--- src/rtl/bar_render_engine.sv ---
// bar_render_engine: renders NUM_BARS white vertical bars; Y positions are updated through a custom-instruction port
//   Ports: i_clk, i_rst (sync, active-high)
//          i_clk_en, i_start, i_dataa[31:0] -> o_done, o_result[31:0] (command port)
//          i_x, i_y, i_active, i_frame -> o_pixel (pixel path, 1-cycle latency)
//   Optional macro BAR_READBACK_EN: opcodes 10/11 read back active/shadow Y.
module bar_render_engine #(
    parameter int NUM_BARS = 2,
    parameter int BAR_W    = 10,
    parameter int BAR_H    = 80,
    parameter int X_FIRST  = 15,
    parameter int X_STEP   = 270,
    parameter int SCREEN_H = 600
) (
    input  logic        i_clk,
    input  logic        i_rst,
    input  logic        i_clk_en,
    input  logic        i_start,
    input  logic [31:0] i_dataa,
    output logic        o_done,
    output logic [31:0] o_result,
    input  logic [9:0]  i_x,
    input  logic [9:0]  i_y,
    input  logic        i_active,
    input  logic        i_frame,
    output logic        o_pixel
);
    typedef enum logic [1:0] {IDLE, EXEC, DONE} state_t;
    localparam logic [9:0] Y_MAX  = 10'(SCREEN_H - BAR_H);
    localparam logic [9:0] Y_INIT = 10'((SCREEN_H - BAR_H) / 2);
    state_t state, state_nxt;
    logic [1:0] op;
    logic [3:0] idx;
    logic [9:0] y_cmd, y_clamp;
    logic [9:0] shadow_y [NUM_BARS];
    logic [9:0] active_y [NUM_BARS];
    logic [NUM_BARS-1:0] pending;
    logic idx_ok, do_write, do_commit, hit, accept;
    logic [31:0] res_c, result;
    logic unused_bits;
    assign unused_bits = ^{i_dataa[29:16], i_dataa[11:10]};
    assign accept    = state == IDLE && i_start && i_clk_en;
    assign idx_ok    = int'(idx) < NUM_BARS;
    assign y_clamp   = y_cmd > Y_MAX ? Y_MAX : y_cmd;
    assign do_write  = state == EXEC && idx_ok && op == 2'b00;
    // a frame pulse and a COMMIT do the same thing, so they simply OR together
    assign do_commit = i_frame || (state == EXEC && idx_ok && op == 2'b01);
    assign o_done    = state == DONE;
    assign o_result  = result;
    always_ff @(posedge i_clk) begin
        if (i_rst) state <= IDLE;
        else       state <= state_nxt;
    end
    always_comb begin
        state_nxt = state;
        case (state)
            IDLE:    state_nxt = accept ? EXEC : IDLE;
            EXEC:    state_nxt = DONE;
            DONE:    state_nxt = IDLE;
            default: state_nxt = IDLE;
        endcase
    end
    always_ff @(posedge i_clk) begin
        if (accept) begin
            op    <= i_dataa[31:30];
            idx   <= i_dataa[15:12];
            y_cmd <= i_dataa[9:0];
        end
    end
    always_comb begin
        res_c = idx_ok ? 32'h0 : 32'hFFFF_FFFF;
`ifdef BAR_READBACK_EN
        for (int k = 0; k < NUM_BARS; k++) begin
            if (4'(k) == idx && op == 2'b10) res_c = {22'b0, active_y[k]};
            if (4'(k) == idx && op == 2'b11) res_c = {pending[k], 21'b0, shadow_y[k]};
        end
`endif
    end
    // x bounds are compared as int so bars placed beyond the 11-bit range can never alias
    always_comb begin
        hit = 1'b0;
        for (int k = 0; k < NUM_BARS; k++)
            hit = hit || (int'(i_x) >= X_FIRST + k * X_STEP && int'(i_x) < X_FIRST + k * X_STEP + BAR_W &&
                          11'(i_y) >= 11'(active_y[k]) && 11'(i_y) < 11'(active_y[k]) + 11'(BAR_H));
    end
    // the write is placed after the commit so a coinciding WRITE stays pending with its new value
    always_ff @(posedge i_clk) begin
        if (i_rst) begin
            for (int k = 0; k < NUM_BARS; k++) begin
                shadow_y[k] <= Y_INIT;
                active_y[k] <= Y_INIT;
            end
            pending <= '0;
            result  <= '0;
            o_pixel <= 1'b0;
        end else begin
            if (do_commit) begin
                for (int k = 0; k < NUM_BARS; k++)
                    if (pending[k]) active_y[k] <= shadow_y[k];
                pending <= '0;
            end
            if (do_write) begin
                for (int k = 0; k < NUM_BARS; k++)
                    if (4'(k) == idx) begin
                        shadow_y[k] <= y_clamp;
                        pending[k]  <= 1'b1;
                    end
            end
            result  <= state == EXEC ? res_c : 32'h0;
            o_pixel <= i_active && hit;
        end
    end
endmodule

--- config.mk ---
export PLATFORM = sky130hd
export DESIGN_NAME = bar_render_engine
export DESIGN_NICKNAME = d
export VERILOG_FILES = /design/src/rtl/bar_render_engine.sv
export SDC_FILE = /design/constraint.sdc
export NUM_CORES = 1
export LEC_CHECK = 0
export BUFFER_PORTS_ARGS = -buffer_cell sky130_fd_sc_hd__buf_2
export CORE_ASPECT_RATIO = 1.5
export CORE_UTILIZATION = 55
export DETAILED_ROUTE_END_ITERATION = 16
export PLACE_DENSITY = 0.83
export SYNTH_ARGS = -nofsm -noshare
export SYNTH_HDL_FRONTEND = slang
export SYNTH_SLANG_ARGS = --single-unit
--- constraint.sdc ---
create_clock -name i_clk -period 5.24 [get_ports i_clk]
set_input_delay 0.524 -clock i_clk [delete_from_list [all_inputs] [get_ports i_clk]]
set_output_delay 0.524 -clock i_clk [all_outputs]
set_load 0.005 [all_outputs]
==> qor.yml <==
global_routing:
  grt_max_degree: 33
  grt.overflow.total: 0
  grt_usage_pct: 16.4
  antenna_found_initial: 0
  grt_pass1_wl_mm: 8.15
  grt_pass1_vias: 2082
cells_and_area:
  multi_input_area_um2: 1320
  syn2layout_area_growth_pct: 11.5
  register_area_um2: 1800
  stdcell_count: 425
  nFillCells: 485
  n_antenna_cell: 0
  drive_above_1_share_pct: 26.8
  fin_area_um2: 3870
  num-nets-final: 438
clock_network:
  cts_tree: "yes"
  ctsHoldBuffers: 0
  post_cts_buffers: 0
  clkLatencyLatePin_ns: 0.32
  ctsResizeCount: 0
  root_buffer: "clkbuf_8"
  htreeDepth: 3
  clkTransAtPathRegs_ns: 0.06
  cts_sinks: 62
  clockBufferDepth: 2
  cts_buffers: 9
yosys:
  yosysWarnings: 0
  synthesis.area_um2: 3470
  synth_seq_cells: 62
  yosysMostFrequentCell: "edfxtp_1"
  synthArstFlopShare_pct: 0
  netlist_instances: 294
  ys.flop_type: "edfxtp_1"
  synth_edf_count: 56
  synth_top_area_share_pct: 48.4
  syn_nets: 386
  yosysUniqueCellTypes: 46
  yosysTopAreaCell: "edfxtp_1"
  yosys-top-cells-area: "edfxtp_1 48%, ha_1 12%, buf_4 6.7%"
  ys_seq_area_share_pct: 51.9
  avgSynthCellArea_um2: 11.8
  yosys-top-cells-count: "56 x edfxtp_1, 34 x ha_1, 31 x buf_4"
placed_design:
  dp_hpwl_mm: 4.05
  placed_cell_area_um2: 3710
  gp_congestion: 0.803
  port_buffers: 75
  dp.cells: 409
worst_setup_path:
  r2r-start: "active_y[0][14]$_SDFFCE_PN0P_"
  crit_start: "active_y[0][14]$_SDFFCE_PN0P_"
  timing.rr.end: "o_pixel$_SDFF_PP0_"
  cp.arrival_ns: 2.52
  rrSetupSlack_ns: 2.94
  end_kind: "flip-flop"
  cp_data_required_time_ns: 5.46
  critPathMaxFanout: 4
  critPathKind: "flip-flop to flip-flop"
  worstSetupStartpointType: "flip-flop"
  reg2reg_depth: 8
detailed_routing:
  ant_nets: 0
  vias_per_cell: 5.17
  totalWireLength_mm: 4.92
  vias: 2199
  routedWlPerCell_um: 11.6
  drc: 0
  drtIter0Drc: 56
  dr.pass1.iters: 4
sta:
  worstMarginPinSlew_ns: 0.928
  period_minus_slack_ns: 2.30
  maxSlewHeadroom_pct: 38.0
  finalClockSkew_ns: 0.00468
  fin_crit_sh_pct: 44.0
  max_freq_mhz: 434
  rsz0062_at_grt: "no"
  hold_viol: 0
  slew_viol_final: 0
  fin_tns_setup_ns: 0
  setup_viol: 0
hold_path:
  worstHoldEndpoint: "y_cmd[8]$_DFFE_PP_"
  hold_start: "i_dataa[8]"
  hold_class: "input port to flip-flop"
  worstHoldPathCells: 1
die:
  start_util_pct: 56.6
  die_width_um: 66.9
  rows: 35
  die_h_um: 99.3
  die_area_um2: 6640
  ios: 92
  coreArea_um2: 6130
status:
  outcome: "finished, final reports clean"
power_and_ir_drop:
  peakVddDrop_mv: 0.248
  p_leak_nw: 1.71
  powerDensity_nw_per_um2: 254
run:
  maxCapViolations: 0
layout by cell type, fill, tap and decap left out, types with 5 or more instances in the layout:
cell type / n
dfxtp_1: 6
a211oi_1: 5
buf_2: 75
nor2_1: 7
nand2_1: 7
o21ai_0: 11
and2_1: 24
a21oi_1: 11
edfxtp_1: 56
inv_1: 28
clkbuf_8: 9
ha_1: 34
nand2b_1: 12
xnor2_1: 6
sequential cells by signal, summed over array words and instances (netlist names):
name,count
active_y,20
idx,4
o_pixel,1
o_result,1
op,2
pending,2
shadow_y,20
state,2
y_cmd,10
worst max-delay path: stages, from the launching register on:
cell	delay (ns)
edfxtp_1	0.44
ha_1	0.27
o21ai_0	0.21
xnor2_1	0.14
ha_1	0.26
a211o_1	0.29
a311oi_1	0.29
o32ai_1	0.13
o32ai_1	0.16
how the worst max path moves through the flow:
stage               slack [ns]  cells after the start            endpoint
finish                    2.94                      8  o_pixel$_SDFF_PP0_
floorplan                 2.58                      1    idx[0]$_DFFE_PP_
detailed placement        2.81                      8  o_pixel$_SDFF_PP0_
global route              2.70                      8  o_pixel$_SDFF_PP0_
global placement          2.93                      8  o_pixel$_SDFF_PP0_
CTS                       2.91                      8  o_pixel$_SDFF_PP0_
cells by family after synthesis:
family / share of synthesized area [%]
flip-flops: 51.9
XOR/XNOR: 2.02
AND/OR/NAND/NOR: 12.5
buffers and inverters: 10.4
AO/OA/AOI/OAI: 10.9
adder cells (fa/ha/maj): 12.3
through the flow:
step / hold slack (ns) / power (W) / util, % / setup slack [ns]
floorplan: 0.477 / 0.000634 / - / 2.58
global placement: 0.484 / 0.000665 / 60.6 / 2.93
detailed placement: 0.496 / 0.000670 / 60.6 / 2.81
CTS: 0.348 / 0.000995 / 63.1 / 2.91
global route: 0.350 / 0.00103 / 63.1 / 2.70
finish: 0.374 / 0.000983 / 63.1 / 2.94
layout make-up:
cell class | instances | area share [%]
sequential | 62 | 46.6
multi-input combinational | 168 | 34.2
timing repair buffer | 77 | 10.1
clock buffer | 10 | 3.30
inverter | 28 | 2.72
tap | 74 | 2.39
clock inverter | 6 | 0.744
where the power goes:
part	switching (W)	internal [W]
sequential	0.00000836	0.000554
clock	0.000160	0.000165
combinational	0.0000508	0.0000453
total	0.000219	0.000764
routing by layer:
layer  GRT usage (%)  vias to the layer above  share of wire [%]
li1                -                     1137                  -
met1            14.2                     1003                 35
met2            31.9                       48                 59
met3            4.70                       11                3.3
met4            8.02                        0                2.3
met5               0                        -                  0
Note: power is estimated with default switching activity, not from simulation.
